===== src/rtl/vram_pkg.sv =====
// rtl/vram_pkg.sv - shared types and defaults for the VRAM arbiter
package vram_pkg;

  localparam int STARVE_DEFAULT = 4;

  typedef enum bit [1:0] {S_IDLE, S_M0, S_M1} state_t;

  // m0 wins unless m1 is also waiting and m0 has used up its fairness budget.
  function automatic state_t arb_pick(input logic m0_cyc, input logic m1_cyc,
                                      input logic starved);
    if (m0_cyc && (!m1_cyc || !starved)) return S_M0;
    if (m1_cyc) return S_M1;
    return S_IDLE;
  endfunction

endpackage


===== src/rtl/if_wb.sv =====
// rtl/if_wb.sv - Wishbone bus bundle; dat_o carries write data, dat_i read data
interface if_wb #(
  parameter int AWIDTH = 32,
  parameter int DWIDTH = 32
);
  logic                  cyc;
  logic                  stb;
  logic                  we;
  logic [DWIDTH/8-1:0]   sel;
  logic [AWIDTH-1:0]     adr;
  logic [DWIDTH-1:0]     dat_o;
  logic [DWIDTH-1:0]     dat_i;
  logic                  ack;

  modport master (output cyc, stb, we, sel, adr, dat_o, input dat_i, ack);
  modport slave  (input cyc, stb, we, sel, adr, dat_o, output dat_i, ack);
endinterface


===== src/rtl/vram_arbiter.sv =====
// rtl/vram_arbiter.sv - two-master Wishbone arbiter for the shared video memory
// m0 (video fetch) has priority; m1 (CPU) is protected by a starvation counter.
module vram_arbiter
  import vram_pkg::*;
#(
  parameter int AWIDTH = 32,
  parameter int DWIDTH = 32,
  parameter int STARVE = STARVE_DEFAULT
) (
  input  logic       clk_i,
  input  logic       rst_i,
  if_wb.slave        m0,
  if_wb.slave        m1,
  if_wb.master       s,
  output logic [1:0] grant
);

  localparam int CW = $clog2(STARVE + 1);

  state_t        state;
  state_t        state_nxt;
  logic [CW-1:0] starve_cnt;
  logic          starved;
  logic          own0;
  logic          own1;

  assign starved = (starve_cnt == CW'(STARVE));

  // A released owner is handed straight to the next requester, no idle bubble.
  always_comb begin
    state_nxt = state;
    case (state)
      S_IDLE:  state_nxt = arb_pick(m0.cyc, m1.cyc, starved);
      S_M0:    if (!m0.cyc) state_nxt = arb_pick(1'b0, m1.cyc, starved);
      S_M1:    if (!m1.cyc) state_nxt = arb_pick(m0.cyc, 1'b0, starved);
      default: state_nxt = S_IDLE;
    endcase
  end

  always_ff @(posedge clk_i or posedge rst_i) begin
    if (rst_i) begin
      state      <= S_IDLE;
      starve_cnt <= '0;
    end else begin
      state <= state_nxt;
      if (!m1.cyc || (state_nxt == S_M1 && state != S_M1))
        starve_cnt <= '0;
      else if (state_nxt == S_M0 && state != S_M0 && !starved)
        starve_cnt <= starve_cnt + 1'b1;
    end
  end

  assign own0  = (state == S_M0);
  assign own1  = (state == S_M1);
  assign grant = {own1, own0};

  always_comb begin
    s.cyc   = 1'b0;
    s.stb   = 1'b0;
    s.we    = 1'b0;
    s.sel   = {(DWIDTH/8){1'b0}};
    s.adr   = {AWIDTH{1'b0}};
    s.dat_o = {DWIDTH{1'b0}};
    if (own0) begin
      s.cyc   = m0.cyc;
      s.stb   = m0.stb;
      s.we    = m0.we;
      s.sel   = m0.sel;
      s.adr   = m0.adr;
      s.dat_o = m0.dat_o;
    end else if (own1) begin
      s.cyc   = m1.cyc;
      s.stb   = m1.stb;
      s.we    = m1.we;
      s.sel   = m1.sel;
      s.adr   = m1.adr;
      s.dat_o = m1.dat_o;
    end
  end

  // Gating ack with the owner's cyc drops acks that land after an abort.
  assign m0.ack   = own0 & m0.cyc & s.ack;
  assign m1.ack   = own1 & m1.cyc & s.ack;
  assign m0.dat_i = own0 ? s.dat_i : {DWIDTH{1'b0}};
  assign m1.dat_i = own1 ? s.dat_i : {DWIDTH{1'b0}};

endmodule

===== src/flat_wrapper.sv =====
// flat-port wrapper written by rule: the top's interface ports become plain ports
module vram_arbiter_flat import vram_pkg::*;
#(
  parameter int AWIDTH = 32,
  parameter int DWIDTH = 32,
  parameter int STARVE = STARVE_DEFAULT
)
  (clk_i, rst_i, grant, m0_cyc, m0_stb, m0_we, m0_sel, m0_adr, m0_dat_o, m0_dat_i, m0_ack, m1_cyc, m1_stb, m1_we, m1_sel, m1_adr, m1_dat_o, m1_dat_i, m1_ack, s_cyc, s_stb, s_we, s_sel, s_adr, s_dat_o, s_dat_i, s_ack);
  if_wb #(.AWIDTH(AWIDTH), .DWIDTH(DWIDTH)) m0_i ();
  if_wb #(.AWIDTH(AWIDTH), .DWIDTH(DWIDTH)) m1_i ();
  if_wb #(.AWIDTH(AWIDTH), .DWIDTH(DWIDTH)) s_i ();
  input  logic clk_i;
  input  logic rst_i;
  output logic [1:0] grant;
  input wire logic [$bits(m0_i.cyc)-1:0] m0_cyc;
  input wire logic [$bits(m0_i.stb)-1:0] m0_stb;
  input wire logic [$bits(m0_i.we)-1:0] m0_we;
  input wire logic [$bits(m0_i.sel)-1:0] m0_sel;
  input wire logic [$bits(m0_i.adr)-1:0] m0_adr;
  input wire logic [$bits(m0_i.dat_o)-1:0] m0_dat_o;
  output wire logic [$bits(m0_i.dat_i)-1:0] m0_dat_i;
  output wire logic [$bits(m0_i.ack)-1:0] m0_ack;
  input wire logic [$bits(m1_i.cyc)-1:0] m1_cyc;
  input wire logic [$bits(m1_i.stb)-1:0] m1_stb;
  input wire logic [$bits(m1_i.we)-1:0] m1_we;
  input wire logic [$bits(m1_i.sel)-1:0] m1_sel;
  input wire logic [$bits(m1_i.adr)-1:0] m1_adr;
  input wire logic [$bits(m1_i.dat_o)-1:0] m1_dat_o;
  output wire logic [$bits(m1_i.dat_i)-1:0] m1_dat_i;
  output wire logic [$bits(m1_i.ack)-1:0] m1_ack;
  output wire logic [$bits(s_i.cyc)-1:0] s_cyc;
  output wire logic [$bits(s_i.stb)-1:0] s_stb;
  output wire logic [$bits(s_i.we)-1:0] s_we;
  output wire logic [$bits(s_i.sel)-1:0] s_sel;
  output wire logic [$bits(s_i.adr)-1:0] s_adr;
  output wire logic [$bits(s_i.dat_o)-1:0] s_dat_o;
  input wire logic [$bits(s_i.dat_i)-1:0] s_dat_i;
  input wire logic [$bits(s_i.ack)-1:0] s_ack;
  assign m0_i.cyc = m0_cyc;
  assign m0_i.stb = m0_stb;
  assign m0_i.we = m0_we;
  assign m0_i.sel = m0_sel;
  assign m0_i.adr = m0_adr;
  assign m0_i.dat_o = m0_dat_o;
  assign m0_dat_i = m0_i.dat_i;
  assign m0_ack = m0_i.ack;
  assign m1_i.cyc = m1_cyc;
  assign m1_i.stb = m1_stb;
  assign m1_i.we = m1_we;
  assign m1_i.sel = m1_sel;
  assign m1_i.adr = m1_adr;
  assign m1_i.dat_o = m1_dat_o;
  assign m1_dat_i = m1_i.dat_i;
  assign m1_ack = m1_i.ack;
  assign s_cyc = s_i.cyc;
  assign s_stb = s_i.stb;
  assign s_we = s_i.we;
  assign s_sel = s_i.sel;
  assign s_adr = s_i.adr;
  assign s_dat_o = s_i.dat_o;
  assign s_i.dat_i = s_dat_i;
  assign s_i.ack = s_ack;
  vram_arbiter #(.AWIDTH(AWIDTH), .DWIDTH(DWIDTH), .STARVE(STARVE)) u_core (.clk_i(clk_i), .rst_i(rst_i), .m0(m0_i), .m1(m1_i), .s(s_i), .grant(grant));
endmodule

===== config.mk =====
export PLATFORM = sky130hd
export DESIGN_NAME = vram_arbiter_flat
export DESIGN_NICKNAME = d
export VERILOG_FILES = /design/src/rtl/vram_pkg.sv /design/src/rtl/if_wb.sv /design/src/rtl/vram_arbiter.sv /design/src/flat_wrapper.sv
export SDC_FILE = /design/constraint.sdc
export NUM_CORES = 1
export LEC_CHECK = 0
export ABC_AREA = 1
export BUFFER_PORTS_ARGS = -buffer_cell sky130_fd_sc_hd__buf_2
export CAP_MARGIN = 20
export CORE_AREA = 4 4 120 122
export CTS_CLUSTER_DIAMETER = 30
export CTS_CLUSTER_SIZE = 12
export DETAILED_ROUTE_END_ITERATION = 6
export DIE_AREA = 0 0 124 126
export RECOVER_POWER = 25
export SETUP_SLACK_MARGIN = 0.15
export SLEW_MARGIN = 20
export SYNTH_ARGS = -nofsm -noshare
export SYNTH_HDL_FRONTEND = slang
export SYNTH_SLANG_ARGS = --single-unit

===== constraint.sdc =====
create_clock -name clk_i -period 1.1 [get_ports clk_i]
set_input_delay 0.165 -clock clk_i [delete_from_list [all_inputs] [get_ports clk_i]]
set_output_delay 0.165 -clock clk_i [all_outputs]
set_load 0.01 [all_outputs]

==> results_dict.tcl, run 1 <==
set metrics [dict create \
    slew_headroom_pct 82.3 \
    finalNetCount 768 \
    detailroute.via_count 3183 \
    drv_cap 0 \
    nFillCells 1349 \
    clk_latency_ns 0.23 \
    multi_input_area_um2 1420 \
    gp_congestion 0.936 \
    fin_skew_ns 0.000530 \
    die_x_um 124 \
    routed_wl_mm 12.9 \
    viasPerCell 4.16 \
    final_area_um2 4720 \
    post-route-period-util_pct 149 \
    grtUsageTotal_pct 13.7 \
    drive_gt1_share_pct 73.1 \
    tns_ns -67.29 \
    hold_path_class "input pin to asynchronous set/reset pin" \
    netlist_area_um2 1520 \
    cts_buffer_depth 2 \
    crit_path_start_kind "register" \
    dr.first_iter.drc_count 143 \
    die_y_um 126 \
    ys_seq_area_share_pct 8.24 \
    tightest_slew_ns 0.266 \
    rows 42 \
    cts_buffers 3 \
    grt_max_degree 25 \
    wl_per_cell_um 16.8 \
    ys_types 22 \
    crit_start "u_core.state[0]" \
    critPathSlowestCell "dfrtp_1" \
    slew_viol_final 0 \
    fin_crit_ns 1.64 \
    cpPeakStageDelay_ns 0.40 \
    antenna_found_initial 2 \
    start_util_pct 11.5 \
    synth_area_per_cell_um2 6.27 \
    seqCellArea_um2 125 \
    dp_hpwl_mm 9.61 \
    cp.required_ns 0.94 \
    worstPathMaxFanout 9 \
    yosys_warnings 0 \
    hold_violations 0 \
    pin_count 316 \
    rsz0062_at_grt "true" \
    p_per_area_nw_per_um2 2360 \
    netlist_top_cells_area "a22o_1 40%, nor2_1 17%, inv_1 10%, dfrtp_1 8.2%, buf_4 4.9%" \
    ant_nets 0 \
    synth_top_area_cell "a22o_1" \
    syn_inst 242 \
    peakVddDrop_uv 1100 \
    ys_ff_latch 5 \
    cp_top_family "buffers and inverters" \
    cts_root_buffer "clkbuf_16" \
    cts_sinks 5 \
    rr_startpoint "u_core.state[0]" \
    grt_pass1_wl_mm 16.7 \
    crit_arrival_ns 1.47 \
    clk_pin_slew_ns 0.03 \
    path_cells "inv_2 -> nor2_4 -> buf_12 -> clkbuf_16 -> a22o_1 -> buf_2" \
    syn2layout_area_growth_pct 211 \
    grt_pass1_vias 3044 \
    yosysTopAreaCellShare_pct 40.4 \
    fp.dieArea_um2 15600 \
    fin_ws_ns -0.540 \
    final-setup-viol-count 144 \
    worstSetupPathType "register to output pin" \
    syn-num-nets 421 \
    violations "negative setup slack" \
    fmax_ghz 0.610 \
    overflow 0 \
    post_dp_cell_area_um2 3750 \
    leakagePower_nw 2.67 \
    end_kind "output pin" \
    path_buf_inv 4 \
    cts_tree "done" \
    portBuffers 315 \
    h-tree-depth 1 \
    drc 0 \
    status "finished, violations left" \
    firstDrtPassIters 4 \
    core_um2 13200 \
]
## per-layer routing
metal | vias to the layer above | GRT usage [%] | routed length [µm]
met3 | 8 | 1.97 | 985
li1 | 1518 | - | -
met5 | - | 0 | 0
met2 | 172 | 26.8 | 7060
met1 | 1485 | 15.6 | 4750
met4 | 0 | 2.45 | 92
## kinds of logic after synthesis
logic type | synth area share (%)
buffers and inverters | 22.1
flip-flops | 8.24
AND/OR/NAND/NOR | 25.0
adder cells (fa/ha/maj) | 1.65
XOR/XNOR | 0.577
AO/OA/AOI/OAI | 42.5
## stage by stage
| stage | hold WS (ns) | instances | util, % | setup WS [ns] | power, mW |
|---|---|---|---|---|---|
| after floorplan | -0.0565 | 242 | - | -0.0987 | 4.87 |
| after global placement | 0.0708 | 738 | 28.4 | -0.359 | 7.71 |
| after detailed placement | 0.0705 | 738 | 28.4 | -0.346 | 7.70 |
| after CTS | 0.332 | 755 | 33.7 | -0.541 | 10.2 |
| after global routing | 0.402 | 766 | 35.8 | -0.596 | 11.9 |
| final | 0.379 | 766 | 35.8 | -0.540 | 11.2 |
## final timing paths
kind / slack, ns / cells after the start / end
max: -0.54 / 6 / s_adr[17]
min: 0.38 / 3 / u_core.starve_cnt[0]
max reg2reg: -0.38 / 8 / u_core.starve_cnt[1]
min reg2reg: 0.61 / 3 / u_core.starve_cnt[1]
max in group asynchronous: 0.55 / 3 / u_core.state[0]
min in group clk_i: 0.39 / 4 / u_core.state[1]
## report_power, final
group          internal (mW)  switching, mW  total (mW)
Clock                  0.480          0.120       0.600
Sequential             0.272         0.0776       0.349
Combinational           5.40           4.81        10.2
## worst reg2reg max path, stage by stage, from the launching register on
cell and delay (ns):
dfrtp_1 0.40, inv_2 0.06, nor2_4 0.13, buf_8 0.18, clkbuf_16 0.19, a21oi_1 0.05, buf_4 0.15, a21oi_1 0.15
nor2_1 0.06
## placed cells by master (no fill, tap or decap), types with 2 or more instances in the layout
cell type and count:
a21oi_1 2, a22o_1 70, buf_12 6, buf_16 9, buf_2 263, buf_4 18
buf_6 59, buf_8 5, clkbuf_16 8, dfrtp_1 5, diode_2 2, ha_1 2
inv_1 40, inv_2 2, nand2_1 7, nand2_4 2, nand3_1 3, nand3_4 2
nor2_1 24, nor2_2 8, nor2_4 41
## layout make-up
type	instances	area share, %
clock buffer	4	1.67
tap	176	4.66
antenna	2	0.106
inverter	44	3.92
timing repair buffer	366	57.0
sequential	5	2.65
multi-input combinational	169	30.0
## synth_stat cells
cell type / n
a21oi_1: 2
dfrtp_1: 5
nand3_1: 4
nor2_2: 2
ha_1: 2
nand3b_1: 1
buf_6: 4
xor2_1: 1
nor2_1: 70
buf_4: 10
nand2_2: 1
o211ai_1: 1
buf_2: 10
nor3_1: 1
inv_2: 3
a22o_1: 70
a21oi_2: 1
nand3_2: 2
nor2_4: 1
nand2_1: 9
inv_1: 41
o21ai_0: 1
## registers in the layout, summed over array words and instances, names as in the netlist
signal and count:
u_core.starve_cnt 3, u_core.state 2
## timing repair
action,CTS,global route
endpoints found under the setup margin,144,144
pin swaps,1,7
gates resized for setup,75,26
hold buffers,1,0
setup buffers,5,3
cloned,7,6
endpoints found under the hold margin,5,0
Power figures use the tool's default switching activity.
==> run 2, diff against run 1 <==
ABC_AREA = not set   (was 1)
CELL_PAD_IN_SITES_DETAIL_PLACEMENT = 0   (was not set)
CELL_PAD_IN_SITES_GLOBAL_PLACEMENT = 1   (was not set)
CORE_AREA = 4 4 122 124   (was 4 4 120 122)
DIE_AREA = 0 0 126 128   (was 0 0 124 126)
PLACE_DENSITY_LB_ADDON = 0.1   (was not set)
==> run 2 against run 1 <==
  * The run still ends with negative setup slack left
  * Worst setup slack worse by 0.064 ns
  * Global-route usage is 0.56 points lower
  * Register-to-register slack worse by 0.02 ns
  * Largest power group unchanged
==> results_dict.tcl, run 2 <==
set metrics [dict create \
    rr_startpoint "u_core.state[1]" \
    post_dp_cell_area_um2 3440 \
    hold_violations 0 \
    worstSetupPathType "register to output pin" \
    wl_per_cell_um 19.3 \
    netlist_top_cells_area "a22o_1 40%, and2_1 27%, dfrtp_1 8.1%, buf_6 5.1%, buf_2 3.9%" \
    fmax_ghz 0.587 \
    cts_tree "done" \
    final_core_util_pct 34.0 \
    h-tree-depth 1 \
    power.total_mw 3.09 \
    cts_buffers 3 \
    rows 43 \
    cts_sinks 5 \
    rsz0062_at_grt "true" \
    firstDrtPassIters 4 \
    hold_path_class "input pin to register" \
    p_per_area_nw_per_um2 659 \
    layout_commonest_cell "buf_2" \
    fp.dieArea_um2 16100 \
    largest_register_ffs 3 \
    syn-num-nets 378 \
    fin_crit_ns 1.70 \
    cts_buffer_depth 2 \
    hold-path-cell-count 2 \
    tightest_slew_ns 0.301 \
    fin_ws_ns -0.604 \
    synth_most_common_cell "a22o_1" \
    slew_viol_final 0 \
    fin_skew_ns 0.00146 \
    ys_types 27 \
    yosys_most_used_dff "dfrtp_1" \
    worstPathMaxFanout 8 \
    regMostFlops "u_core.starve_cnt" \
    finalNetCount 721 \
    syn_inst 199 \
    dr.first_iter.drc_count 102 \
    synth_area_per_cell_um2 7.74 \
    slew_headroom_pct 79.9 \
    peakVddDrop_uv 444 \
    clk_pin_slew_ns 0.03 \
    cp.required_ns 0.94 \
    grt_max_degree 56 \
    end_kind "output pin" \
    viasPerCell 4.23 \
    detailroute.via_count 3047 \
    reg2regPathDepth 6 \
    portBuffers 315 \
    crit_start "u_core.state[1]" \
    final_cell_mix "256 x buf_2, 71 x a22o_1, 66 x buf_6" \
    antenna_found_initial 0 \
    synth_edf_count 0 \
    synth_common_cells "71 x a22o_1, 66 x and2_1, 12 x buf_2, 7 x buf_6, 5 x dfrtp_1" \
    async_reset_ff_share_pct 100 \
    violations "negative setup slack" \
    crit_path_start_kind "register" \
    grt_pass1_wl_mm 16.8 \
    yosysTopAreaCellShare_pct 40.4 \
    crit_arrival_ns 1.54 \
    cts_root_buffer "clkbuf_16" \
    dp.cells 681 \
    drc 0 \
    yosys_warnings 0 \
    antennaDiodeCount 0 \
    nFillCells 1474 \
    hold_ws_ns 0.265 \
    dp_hpwl_mm 9.26 \
    grt_pass1_vias 2820 \
    netlist_area_um2 1540 \
    drive_gt1_share_pct 79.9 \
    overflow 0 \
    ys_ff_latch 5 \
    min_from "m0_cyc" \
    routed_wl_mm 13.9 \
    ant_nets 0 \
    grtUsageTotal_pct 13.2 \
    die_y_um 128 \
    gp_congestion 0.854 \
    final_area_um2 4680 \
    status "finished, violations left" \
    clk_latency_ns 0.23 \
    syn2layout_area_growth_pct 204 \
    leakagePower_nw 2.59 \
    top_regs "u_core.starve_cnt (3), u_core.state (2)" \
    ys_seq_area_share_pct 8.12 \
    die_x_um 126 \
    synth_top_area_cell "a22o_1" \
    drv_cap 0 \
    instances_no_fill 721 \
    post-route-period-util_pct 155 \
    final-setup-viol-count 144 \
    start_util_pct 11.2 \
    pin_count 316 \
    core_um2 13800 \
]
run 2: changes by cell type in the layout (fill, tap and decap cells not counted), sizes merged, moves of 4 or more:
cell / previous run / this run
clkbuf: 9 / 13
buf: 360 / 353
and2: 0 / 66
inv: 44 / 5
nand3: 6 / 0
nor2: 73 / 3
nand2: 10 / 2
run 2: cell type report:
| class | instances | area [µm²] | area share (%) |
|---|---|---|---|
| multi-input cells | 164 | 1430 | 30.5 |
| flip-flops and latches | 5 | 125 | 2.67 |
| repair buffers | 363 | 2810 | 60.0 |
| inverters | 5 | 18.8 | 0.401 |
| well taps | 180 | 225 | 4.81 |
| clock buffers | 4 | 78.8 | 1.68 |
run 2: critical path, stage by stage (launching register included):
cell and delay (ns):
dfrtp_1 0.39, inv_2 0.09, nor2_4 0.04, buf_12 0.16
buf_12 0.14, clkbuf_16 0.15, a22o_1 0.20, buf_2 0.14
run 2: kinds of logic after synthesis:
logic type / synth area share, %
AOI/OAI and AO/OA: 44.9
and+or+nand+nor: 32.9
buffers and inverters: 12.4
DFF: 8.12
adders and majority gates: 1.62
run 2: stage by stage:
| step | TNS, ns | setup slack [ns] |
|---|---|---|
| after global placement | -36.88 | -0.370 |
| after global routing | -84.55 | -0.656 |
| final | -76.84 | -0.604 |
| after floorplan | -21.42 | -0.233 |
| after detailed placement | -39.30 | -0.382 |
| after CTS | -74.92 | -0.587 |
run 2: power breakdown:
part	total (mW)	switching (mW)	internal, mW
clock	0.599	0.119	0.480
combinational	2.28	0.967	1.32
sequential	0.203	0.00988	0.193
total	3.09	1.10	1.99
run 2: routing by layer:
layer / GRT usage, % / wire length (µm)
met1: 15.2 / 5280
met2: 26.2 / 7590
met3: 2.54 / 995
met4: 0.568 / 58
met5: 0 / 0
run 2: path summary, 6_finish.rpt:
kind | end | slack [ns]
setup / recovery | s_adr[8] | -0.60
hold / removal | u_core.state[0] | 0.27
setup reg to reg | u_core.starve_cnt[2] | -0.40
hold reg to reg | u_core.starve_cnt[0] | 0.61
max in group asynchronous | u_core.state[1] | 0.53
min in group asynchronous | u_core.starve_cnt[0] | 0.39
run 2: repair_timing:
item	CTS	global route
hold buffers	1	0
setup buffers	11	4
hold endpoints to repair	5	0
resized for setup	64	48
pin swaps	6	44
setup endpoints to repair	144	144
gates cloned	8	12
